File: src/rtl/pipeline_hazard_ctrl_if.sv
// Pipeline-side signal bundle for the hazard controller: register
// identifiers and write enables from ID/EX/MA/WB, the data-memory
// req/ack pair, and the stall/flush/forward controls plus counters.
//
// dm_req/dm_ack handshake: the controller raises dm_req while the MA
// instruction is a memory op; once up it stays up until a cycle in which
// dm_ack = 1, and that cycle completes the access. dm_ack seen while
// dm_req = 0 has no effect.
interface pipeline_hazard_ctrl_if #(
  parameter int CNT_W = 32
);
  logic [4:0]       D_rs1;
  logic [4:0]       D_rs2;
  logic [4:0]       E_rs1;
  logic [4:0]       E_rs2;
  logic [4:0]       E_rd;
  logic             E_we_rf;
  logic [1:0]       E_sel_result;
  logic             E_branch_taken;
  logic [4:0]       M_rd;
  logic             M_we_rf;
  logic             M_we_dm;
  logic [1:0]       M_sel_result;
  logic [4:0]       W_rd;
  logic             W_we_rf;
  logic             dm_ack;
  logic             cnt_clr;

  logic             dm_req;
  logic             stall_F;
  logic             stall_D;
  logic             stall_E;
  logic             stall_M;
  logic             flush_D;
  logic             flush_E;
  logic             flush_W;
  logic             pc_redirect;
  logic [1:0]       fwd_a;
  logic [1:0]       fwd_b;
  logic             mem_err;
  logic [CNT_W-1:0] cnt_mem_stall;
  logic [CNT_W-1:0] cnt_lu_stall;
  logic [CNT_W-1:0] cnt_flush;

  // Controller side.
  modport master (
    input  D_rs1, D_rs2, E_rs1, E_rs2, E_rd, E_we_rf, E_sel_result,
           E_branch_taken, M_rd, M_we_rf, M_we_dm, M_sel_result,
           W_rd, W_we_rf, dm_ack, cnt_clr,
    output dm_req, stall_F, stall_D, stall_E, stall_M,
           flush_D, flush_E, flush_W, pc_redirect, fwd_a, fwd_b,
           mem_err, cnt_mem_stall, cnt_lu_stall, cnt_flush
  );

  // Datapath / memory side.
  modport slave (
    output D_rs1, D_rs2, E_rs1, E_rs2, E_rd, E_we_rf, E_sel_result,
           E_branch_taken, M_rd, M_we_rf, M_we_dm, M_sel_result,
           W_rd, W_we_rf, dm_ack, cnt_clr,
    input  dm_req, stall_F, stall_D, stall_E, stall_M,
           flush_D, flush_E, flush_W, pc_redirect, fwd_a, fwd_b,
           mem_err, cnt_mem_stall, cnt_lu_stall, cnt_flush
  );
endinterface

File: src/rtl/pipeline_hazard_ctrl.sv
// Hazard and sequencing controller for the 5-stage RV32I pipeline.
// Stall/flush/forward controls are combinational from the current inputs
// and memory FSM state; the FSM, wait counter, error flag and saturating
// performance counters are registered. state_dbg exposes the FSM state.
module pipeline_hazard_ctrl #(
  parameter int CNT_W   = 32,
  parameter int TIMEOUT = 255
) (
  input  logic                         clk,
  input  logic                         rst,
  pipeline_hazard_ctrl_if.master       bus,
  output logic [1:0]                   state_dbg
);

  localparam int WAIT_W = 10;
  localparam logic [WAIT_W-1:0] WAIT_LAST = WAIT_W'(TIMEOUT - 1);

  typedef enum logic [1:0] {
    IDLE  = 2'd0,
    BUSY  = 2'd1,
    ERROR = 2'd2
  } state_t;

  state_t            state, state_nxt;
  logic [WAIT_W-1:0] wait_cnt, wait_cnt_nxt;

  logic              mem_op;
  logic              mem_stall;
  logic              load_use;

  logic [CNT_W-1:0]  cnt_mem_q, cnt_lu_q, cnt_flush_q;

  assign mem_op   = bus.M_we_dm | (bus.M_sel_result == 2'b01);
  assign load_use = bus.E_we_rf & (bus.E_sel_result == 2'b01) &
                    (bus.E_rd != 5'd0) &
                    ((bus.E_rd == bus.D_rs1) | (bus.E_rd == bus.D_rs2));

  assign state_dbg = state;

  // FSM state and wait counter registers.
  always_ff @(posedge clk or posedge rst) begin
    if (rst) begin
      state    <= IDLE;
      wait_cnt <= '0;
    end else begin
      state    <= state_nxt;
      wait_cnt <= wait_cnt_nxt;
    end
  end

  // Memory-access FSM: next state, wait count, dm_req and the memory stall.
  always_comb begin
    state_nxt    = state;
    wait_cnt_nxt = wait_cnt;
    bus.dm_req   = 1'b0;
    mem_stall    = 1'b0;
    case (state)
      IDLE: begin
        bus.dm_req = mem_op;
        // A same-cycle ack is a zero-wait access and never stalls.
        if (mem_op && !bus.dm_ack) begin
          mem_stall    = 1'b1;
          state_nxt    = BUSY;
          wait_cnt_nxt = '0;
        end
      end
      BUSY: begin
        bus.dm_req = 1'b1;
        if (bus.dm_ack) begin
          state_nxt = IDLE;
        end else begin
          mem_stall = 1'b1;
          // This is the TIMEOUT-th busy cycle without an ack.
          if (wait_cnt == WAIT_LAST) begin
            state_nxt = ERROR;
          end else begin
            wait_cnt_nxt = wait_cnt + 1'b1;
          end
        end
      end
      ERROR: begin
        // Terminal until reset; the pipeline stays frozen.
        mem_stall = 1'b1;
      end
      default: begin
        state_nxt = IDLE;
      end
    endcase
  end

  assign bus.mem_err = (state == ERROR);

  // Prioritised stall/flush/redirect: memory wait, then taken branch
  // (the ID instruction is wrong-path so a load-use there is moot),
  // then load-use.
  always_comb begin
    bus.stall_F     = 1'b0;
    bus.stall_D     = 1'b0;
    bus.stall_E     = 1'b0;
    bus.stall_M     = 1'b0;
    bus.flush_D     = 1'b0;
    bus.flush_E     = 1'b0;
    bus.flush_W     = 1'b0;
    bus.pc_redirect = 1'b0;
    if (mem_stall) begin
      bus.stall_F = 1'b1;
      bus.stall_D = 1'b1;
      bus.stall_E = 1'b1;
      bus.stall_M = 1'b1;
      bus.flush_W = 1'b1;
    end else if (bus.E_branch_taken) begin
      bus.pc_redirect = 1'b1;
      bus.flush_D     = 1'b1;
      bus.flush_E     = 1'b1;
    end else if (load_use) begin
      bus.stall_F = 1'b1;
      bus.stall_D = 1'b1;
      bus.flush_E = 1'b1;
    end
  end

  // EX operand forwarding; the younger MA result wins over WB.
  always_comb begin
    bus.fwd_a = 2'b00;
    bus.fwd_b = 2'b00;
    if (bus.E_rs1 != 5'd0 && bus.M_we_rf && bus.M_rd == bus.E_rs1) begin
      bus.fwd_a = 2'b10;
    end else if (bus.E_rs1 != 5'd0 && bus.W_we_rf && bus.W_rd == bus.E_rs1) begin
      bus.fwd_a = 2'b01;
    end
    if (bus.E_rs2 != 5'd0 && bus.M_we_rf && bus.M_rd == bus.E_rs2) begin
      bus.fwd_b = 2'b10;
    end else if (bus.E_rs2 != 5'd0 && bus.W_we_rf && bus.W_rd == bus.E_rs2) begin
      bus.fwd_b = 2'b01;
    end
  end

  // Saturating performance counters; frozen in ERROR, clear has priority.
  always_ff @(posedge clk or posedge rst) begin
    if (rst) begin
      cnt_mem_q   <= '0;
      cnt_lu_q    <= '0;
      cnt_flush_q <= '0;
    end else if (bus.cnt_clr) begin
      cnt_mem_q   <= '0;
      cnt_lu_q    <= '0;
      cnt_flush_q <= '0;
    end else if (state != ERROR) begin
      if (mem_stall && cnt_mem_q != '1) begin
        cnt_mem_q <= cnt_mem_q + 1'b1;
      end
      if (load_use && !mem_stall && !bus.E_branch_taken && cnt_lu_q != '1) begin
        cnt_lu_q <= cnt_lu_q + 1'b1;
      end
      if (bus.pc_redirect && cnt_flush_q != '1) begin
        cnt_flush_q <= cnt_flush_q + 1'b1;
      end
    end
  end

  assign bus.cnt_mem_stall = cnt_mem_q;
  assign bus.cnt_lu_stall  = cnt_lu_q;
  assign bus.cnt_flush     = cnt_flush_q;

endmodule
File: src/flat_wrapper.sv
// flat-port wrapper written by rule: the top's interface ports become plain ports
module pipeline_hazard_ctrl_flat 
#(
  parameter int CNT_W   = 32,
  parameter int TIMEOUT = 255
)
  (clk, rst, state_dbg, bus_D_rs1, bus_D_rs2, bus_E_rs1, bus_E_rs2, bus_E_rd, bus_E_we_rf, bus_E_sel_result, bus_E_branch_taken, bus_M_rd, bus_M_we_rf, bus_M_we_dm, bus_M_sel_result, bus_W_rd, bus_W_we_rf, bus_dm_ack, bus_cnt_clr, bus_dm_req, bus_stall_F, bus_stall_D, bus_stall_E, bus_stall_M, bus_flush_D, bus_flush_E, bus_flush_W, bus_pc_redirect, bus_fwd_a, bus_fwd_b, bus_mem_err, bus_cnt_mem_stall, bus_cnt_lu_stall, bus_cnt_flush);
  pipeline_hazard_ctrl_if #(.CNT_W(CNT_W)) bus_i ();
  input  logic clk;
  input  logic rst;
  output logic [1:0] state_dbg;
  input wire logic [$bits(bus_i.D_rs1)-1:0] bus_D_rs1;
  input wire logic [$bits(bus_i.D_rs2)-1:0] bus_D_rs2;
  input wire logic [$bits(bus_i.E_rs1)-1:0] bus_E_rs1;
  input wire logic [$bits(bus_i.E_rs2)-1:0] bus_E_rs2;
  input wire logic [$bits(bus_i.E_rd)-1:0] bus_E_rd;
  input wire logic [$bits(bus_i.E_we_rf)-1:0] bus_E_we_rf;
  input wire logic [$bits(bus_i.E_sel_result)-1:0] bus_E_sel_result;
  input wire logic [$bits(bus_i.E_branch_taken)-1:0] bus_E_branch_taken;
  input wire logic [$bits(bus_i.M_rd)-1:0] bus_M_rd;
  input wire logic [$bits(bus_i.M_we_rf)-1:0] bus_M_we_rf;
  input wire logic [$bits(bus_i.M_we_dm)-1:0] bus_M_we_dm;
  input wire logic [$bits(bus_i.M_sel_result)-1:0] bus_M_sel_result;
  input wire logic [$bits(bus_i.W_rd)-1:0] bus_W_rd;
  input wire logic [$bits(bus_i.W_we_rf)-1:0] bus_W_we_rf;
  input wire logic [$bits(bus_i.dm_ack)-1:0] bus_dm_ack;
  input wire logic [$bits(bus_i.cnt_clr)-1:0] bus_cnt_clr;
  output wire logic [$bits(bus_i.dm_req)-1:0] bus_dm_req;
  output wire logic [$bits(bus_i.stall_F)-1:0] bus_stall_F;
  output wire logic [$bits(bus_i.stall_D)-1:0] bus_stall_D;
  output wire logic [$bits(bus_i.stall_E)-1:0] bus_stall_E;
  output wire logic [$bits(bus_i.stall_M)-1:0] bus_stall_M;
  output wire logic [$bits(bus_i.flush_D)-1:0] bus_flush_D;
  output wire logic [$bits(bus_i.flush_E)-1:0] bus_flush_E;
  output wire logic [$bits(bus_i.flush_W)-1:0] bus_flush_W;
  output wire logic [$bits(bus_i.pc_redirect)-1:0] bus_pc_redirect;
  output wire logic [$bits(bus_i.fwd_a)-1:0] bus_fwd_a;
  output wire logic [$bits(bus_i.fwd_b)-1:0] bus_fwd_b;
  output wire logic [$bits(bus_i.mem_err)-1:0] bus_mem_err;
  output wire logic [$bits(bus_i.cnt_mem_stall)-1:0] bus_cnt_mem_stall;
  output wire logic [$bits(bus_i.cnt_lu_stall)-1:0] bus_cnt_lu_stall;
  output wire logic [$bits(bus_i.cnt_flush)-1:0] bus_cnt_flush;
  assign bus_i.D_rs1 = bus_D_rs1;
  assign bus_i.D_rs2 = bus_D_rs2;
  assign bus_i.E_rs1 = bus_E_rs1;
  assign bus_i.E_rs2 = bus_E_rs2;
  assign bus_i.E_rd = bus_E_rd;
  assign bus_i.E_we_rf = bus_E_we_rf;
  assign bus_i.E_sel_result = bus_E_sel_result;
  assign bus_i.E_branch_taken = bus_E_branch_taken;
  assign bus_i.M_rd = bus_M_rd;
  assign bus_i.M_we_rf = bus_M_we_rf;
  assign bus_i.M_we_dm = bus_M_we_dm;
  assign bus_i.M_sel_result = bus_M_sel_result;
  assign bus_i.W_rd = bus_W_rd;
  assign bus_i.W_we_rf = bus_W_we_rf;
  assign bus_i.dm_ack = bus_dm_ack;
  assign bus_i.cnt_clr = bus_cnt_clr;
  assign bus_dm_req = bus_i.dm_req;
  assign bus_stall_F = bus_i.stall_F;
  assign bus_stall_D = bus_i.stall_D;
  assign bus_stall_E = bus_i.stall_E;
  assign bus_stall_M = bus_i.stall_M;
  assign bus_flush_D = bus_i.flush_D;
  assign bus_flush_E = bus_i.flush_E;
  assign bus_flush_W = bus_i.flush_W;
  assign bus_pc_redirect = bus_i.pc_redirect;
  assign bus_fwd_a = bus_i.fwd_a;
  assign bus_fwd_b = bus_i.fwd_b;
  assign bus_mem_err = bus_i.mem_err;
  assign bus_cnt_mem_stall = bus_i.cnt_mem_stall;
  assign bus_cnt_lu_stall = bus_i.cnt_lu_stall;
  assign bus_cnt_flush = bus_i.cnt_flush;
  pipeline_hazard_ctrl #(.CNT_W(CNT_W), .TIMEOUT(TIMEOUT)) u_core (.clk(clk), .rst(rst), .bus(bus_i), .state_dbg(state_dbg));
endmodule
File: config.mk
export PLATFORM = sky130hd
export DESIGN_NAME = pipeline_hazard_ctrl_flat
export DESIGN_NICKNAME = d
export VERILOG_FILES = /design/src/rtl/pipeline_hazard_ctrl_if.sv /design/src/rtl/pipeline_hazard_ctrl.sv /design/src/flat_wrapper.sv
export SDC_FILE = /design/constraint.sdc
export NUM_CORES = 1
export LEC_CHECK = 0
export ABC_AREA = 1
export CORE_UTILIZATION = 30
export CTS_BUF_LIST = sky130_fd_sc_hd__clkbuf_4
export CTS_CLUSTER_DIAMETER = 40
export DETAILED_ROUTE_END_ITERATION = 7
export PLACE_DENSITY = 0.56
export SYNTH_ARGS = -nofsm -noshare
export SYNTH_HDL_FRONTEND = slang
export SYNTH_SLANG_ARGS = --single-unit
File: constraint.sdc
create_clock -name clk -period 4.05 [get_ports clk]
set_clock_uncertainty 0.05 [all_clocks]
set_input_delay 0.405 -clock clk [delete_from_list [all_inputs] [get_ports clk]]
set_output_delay 0.405 -clock clk [all_outputs]
set_load 0.02 [all_outputs]
==> results.md <==
- Outcome: finished, violations left
- Failing checks: DRC
- Synth area leaders: dfrtp_1 (34%), nand2_1 (17%), nand3_1 (9.7%)
- Worst path max stage delay: 690 ps
- Clock Latency Late Sink: 510 ps
- P_leak: 4.493 nW
- Tmin final: 2814 ps
- Average cell area after synthesis: 6.633 sq um
- Max Buffers Root-to-Sink: 2
- GP Congestion: 0.8877
- Top cell type's share of synthesized area: 33.62%
- Unique masters post-synth: 43
- Vias per cell: 4.824
- Relative slew slack: 31.11%
- Final core utilization: 38.31%
- Max-Cap Viols: 0
- Synthesis Warnings: 0
- Fin. Hold Viols: 0
- Share of cells above drive strength 1: 6.627%
- WL per Instance: 14.29 microns
- Mapped Area: 0.008039 sq mm
- # rows: 59
- Reg clk slew, reported paths: 210 ps
- Most used cell, CP: nand2_1
- Maximum vdd drop: 105.1 uV
- Top cell type by total area after synthesis: dfrtp_1
- Cell Chain, Critical Path: clkdlybuf4s50_1 -> inv_1 -> nand2_1 -> nand2_1 -> o21ai_2 -> nand2_1 -> nor2_2 -> clkdlybuf4s50_1
- Top-count cell post-synth: nand2_1
- Syn Inst Count: 1,212
- Die H: 165.7 microns
- Core footprint: 0.02621 sq mm
- Post-synth EDFFs: 0
- Vias after detailed routing: 8,176
- Share of the yosys chip area belonging to registers: 33.62%
- Fill count: 2,791
- Port bufs: 159
- Worst min path class: input pin to async pin
- Initial antenna violation count: 1
- Post-DP HPWL: 18,370 microns
- Critical path fanouts, max: 6
- RSZ-0062 raised after global routing: false
- Remaining Overflow, GRT: 0
- Finish-stage setup viols: 0
- IO Pins: 160
- Worst-margin pin slew: 1033 ps
- Critical Path RT: 3600 ps
- PostCTS Resize Cnt: 0
- Post-route setup TNS: 0 ps
- Tot GR Track Use: 18.00%
- Full die area: 0.02745 sq mm
- First-pass GRT wire length: 40,100 microns
- Largest net degree at the start of global routing: 88
- Nets: 1,406
- Post-Syn Nets: 1,265
- CP arrival: 2360 ps
- Slew Limit Fails: 0
- Seq cells post-synth: 108
- Root Driver: clkbuf_4
- Top FF cell, synth: dfrtp_1
- Multi-input logic area: 0.004533 sq mm
- Post-synth ARST share: 100.0%
- Critical Path End Type: output port
- Fmax: 355.3 MHz
- CTS hold repair buffers: 0
- ANT nets after route: 0
- Total CTS buffers: 9
- DRC viols: 12
- Kind of critical path: input pin to output port
- CP startpoint kind: input pin
- Initial detailed-routing violation count: 594
- Post-CTS setup repair buffer count: 0
- Clock sinks: 108
- Initial Utilization: 30.68%
- Max stage delay cell, worst path: clkdlybuf4s50_1
- Power Dens Cells: 188.0 mW/mm^2
- Vias in the first global route: 7,790
- Post-synth top cells: nand2_1 (370), nand3_1 (156), nor2_1 (137)
- Die Width: 165.7 microns
- Total Wirelength: 24,220 microns
- Area growth syn-to-layout: 24.87%
- FF/Latch Area: 0.002703 sq mm
- CTS tree: done
- Period utilisation layout: 69.49%
- H-tree depth: 3
- Drt first pass iters: 7
==> registers in the layout (all words and copies together), names as in the netlist <==
name,cells
u_core.state_dbg,2
u_core.wait_cnt,10
u_core.bus.cnt_lu_stall,32
u_core.bus.cnt_mem_stall,32
u_core.bus.cnt_flush,32
==> cell usage in the layout, fill, tap and decap left out, types with 3 or more instances in the layout <==
cell type        instances
or2_2                    3
xnor2_1                 28
ha_1                     5
nor2_4                   4
dfrtp_1                108
nand2_4                  4
nor3_2                   3
nand2_2                 11
o21ai_2                 15
clkdlybuf4s50_1        159
nand2_1                370
o21ai_1                 19
nor2_2                  13
clkbuf_4                 9
nor2_1                 137
a21o_1                   4
nand4_1                 45
nor4_1                   4
a21oi_1                  5
inv_2                   10
inv_1                  134
nor3_1                  30
xor2_1                  31
clkinv_4                 3
nand3_1                156
o21bai_1                 3
o21ai_0                 19
==> worst max-delay path, delay by kind of cell <==
family | cells | cell delay [ps]
AOI/OAI and AO/OA | 1 | 160
buffers and inverters | 3 | 1170
and+or+nand+nor | 4 | 620
==> stage by stage <==
stage	hold slack, ps	cell area (sq um)	instances	power [mW]	worst slack (ps)
finish	287.3	10040	1695	1.887	1236
global route	313.6	10040	1695	1.977	1026
CTS	276.8	10030	1693	1.915	1165
detailed placement	482.3	9873	1677	1.268	1175
global placement	469.3	9873	1677	1.266	1219
floorplan	451.7	8039	1212	1.190	749.4
==> path summary, 6_finish.rpt <==
kind,slack (ps),start,cells after the start,end
setup / recovery,1240,bus_M_sel_result[1],8,bus_flush_D
hold / removal,290,rst,2,u_core.bus.cnt_lu_stall[15]
setup reg to reg,1500,u_core.bus.cnt_mem_stall[0],10,u_core.bus.cnt_mem_stall[0]
hold reg to reg,520,u_core.bus.cnt_mem_stall[1],2,u_core.bus.cnt_mem_stall[1]
max in group asynchronous,2880,rst,3,u_core.bus.cnt_mem_stall[12]
min in group clk,490,bus_dm_ack,2,u_core.state_dbg[1]
==> cells by family (layout without fill, tap and decap cells) <==
kind of cell / count (synthesis) / after routing / share of synthesized area, %
and+or+nand+nor: 788 / 788 / 43.66
AOI/OAI and AO/OA: 71 / 71 / 5.525
other: 0 / 2 / 0
xor gates and xnor gates: 59 / 59 / 6.428
buffers and inverters: 181 / 327 / 9.992
adders and majority gates: 5 / 5 / 0.7782
DFF: 108 / 108 / 33.62
==> layer usage <==
| layer | up-vias | share of wire [%] | track usage [%] |
|---|---|---|---|
| li1 | 4178 | - | - |
| met1 | 3771 | 49 | 24.78 |
| met2 | 203 | 45 | 29.00 |
| met3 | 24 | 4.7 | 2.748 |
| met4 | 0 | 1.5 | 5.445 |
| met5 | - | 0 | 0 |
==> final cells by class <==
type | count | share of cell area [%]
timing repair buffer | 163 | 16.40
clock inverter | 7 | 0.9223
antenna | 2 | 0.04986
multi-input combinational | 923 | 45.16
clock buffer | 9 | 0.6731
tap | 335 | 4.175
inverter | 148 | 5.696
sequential | 108 | 26.92
==> where the power goes <==
group | internal [mW] | total [mW] | switching (mW) | leakage [nW]
sequential | 1.08 | 1.08 | 0.000000265 | 1.46
combinational | 0.0669 | 0.165 | 0.0984 | 2.95
clock | 0.203 | 0.642 | 0.438 | 0.0854
total | 1.35 | 1.89 | 0.537 | 4.49
Power figures use the tool's default switching activity.
==> patch (same settings) <==
`TIMEOUT` is set to 255 in 2 places; all go to 191.
--- a/src/rtl/pipeline_hazard_ctrl.sv
+++ b/src/rtl/pipeline_hazard_ctrl.sv
@@ -4,7 +4,7 @@
 // performance counters are registered. state_dbg exposes the FSM state.
 module pipeline_hazard_ctrl #(
   parameter int CNT_W   = 32,
-  parameter int TIMEOUT = 255
+  parameter int TIMEOUT = 191
 ) (
   input  logic                         clk,
   input  logic                         rst,
--- a/src/flat_wrapper.sv
+++ b/src/flat_wrapper.sv
@@ -2,7 +2,7 @@
 module pipeline_hazard_ctrl_flat 
 #(
   parameter int CNT_W   = 32,
-  parameter int TIMEOUT = 255
+  parameter int TIMEOUT = 191
 )
   (clk, rst, state_dbg, bus_D_rs1, bus_D_rs2, bus_E_rs1, bus_E_rs2, bus_E_rd, bus_E_we_rf, bus_E_sel_result, bus_E_branch_taken, bus_M_rd, bus_M_we_rf, bus_M_we_dm, bus_M_sel_result, bus_W_rd, bus_W_we_rf, bus_dm_ack, bus_cnt_clr, bus_dm_req, bus_stall_F, bus_stall_D, bus_stall_E, bus_stall_M, bus_flush_D, bus_flush_E, bus_flush_W, bus_pc_redirect, bus_fwd_a, bus_fwd_b, bus_mem_err, bus_cnt_mem_stall, bus_cnt_lu_stall, bus_cnt_flush);
   pipeline_hazard_ctrl_if #(.CNT_W(CNT_W)) bus_i ();
Check against the original RTL: no difference found for any inputs over 4 cycles, from zero or initial values and one cycle with rst high; that may be too few to reach the edited logic, so the function may still have changed.
==> patch against the unedited design <==
- the flow still finishes with violations (DRC)
- final area is 0.56% higher
- first-iteration DRC count is 13% higher
- total power is 2.3% lower
- non-clock buffer count is 1 lower
- area after synthesis is 1.1% higher
- fmax is 3.2% lower
- wire length is 3.3% higher
- sequential cell count stayed put
- setup slack worse by 0.094 ns
- critical path type unchanged
==> patch: results <==
[worst_setup_path]
max_stage_delay_ns = 0.67
worstRegToRegCells = 11
reg2reg_slack_ns = 1.64
r2r-start = "u_core.bus.cnt_mem_stall[1]"
crit_end = "bus_flush_D"
r2r-end = "u_core.bus.cnt_mem_stall[19]"
worstPathArrival_ns = 2.45

[placed_design]
place_congestion = 0.871
place_inst = 1710
hpwl_um = 19100

[route]
first_iter_violations = 670
vias = 8245
wl_met2_um = 11800
totalWireLength_um = 25000
wl_met3_um = 1110
wire_per_inst_um = 14.5
dr.pass1.iters = 8
drc = 6
wl_met1_um = 11900

[final_layout]
final_nets = 1439
drive_gt1_frac = 0.0583
fillers = 2819

[pwr]
p_leak_nw = 4.52
ir_worst_vdd_mv = 0.118
switching_power_mw = 0.507

[synthesis]
yosys_warnings = 0
synth_compound_area_frac = 0.0560
syn_area_per_cell_um2 = 6.51
yosys.area_share.adder = 0.00770
synth_area_leaders = "dfrtp_1 33%, nand2_1 18%, nand3_1 9.4%"
seq_area_frac_synth = 0.333
synth_nets = 1301
synth_commonest_cells = "396 x nand2_1, 153 x nand3_1, 152 x inv_1"
synth_xor_xnor_area_share = 0.0539

[clock_tree]
htree_levels = 3
clk_pin_slew_worst_paths_ns = 0.18
worstSkewPairLatency_ns = 0.53

[grt]
first_global_vias = 7708
grt_use_total = 0.184
gr-usage-met1 = 0.251
grt_pass1_wl_um = 41100
use_met2 = 0.305
grt_use_met3 = 0.0283
grt_max_degree = 77

[run_status]
status = "finished with violations"
violations = "DRC"

[sta]
hold_ws_ns = 0.330
relSlewSlack = 0.473
patch: power by group through the flow:
stage	Clock (mW)	Combinational [mW]	Sequential [mW]
finish	0.600	0.163	1.08
global placement	0	0.165	1.10
global route	0.660	0.183	1.08
CTS	0.633	0.167	1.08
detailed placement	0	0.166	1.10
floorplan	0	0.0888	1.10
patch: stage by stage:
step | power (mW) | util | worst slack, ns | cell area, um^2
global placement | 1.26 | 0.378 | 1.16 | 9950
floorplan | 1.19 | - | 0.749 | 8130
detailed placement | 1.26 | 0.378 | 1.10 | 9950
global route | 1.92 | 0.383 | 0.981 | 10100
CTS | 1.88 | 0.383 | 1.10 | 10100
finish | 1.84 | 0.383 | 1.14 | 10100
patch: final cells by class:
| class | instances | area share |
|---|---|---|
| antenna | 1 | 0.000248 |
| tap | 335 | 0.0415 |
| clock buffer | 9 | 0.00669 |
| sequential | 108 | 0.268 |
| inverter | 161 | 0.0602 |
| timing repair buffer | 162 | 0.162 |
| clock inverter | 6 | 0.00706 |
| multi-input combinational | 944 | 0.454 |
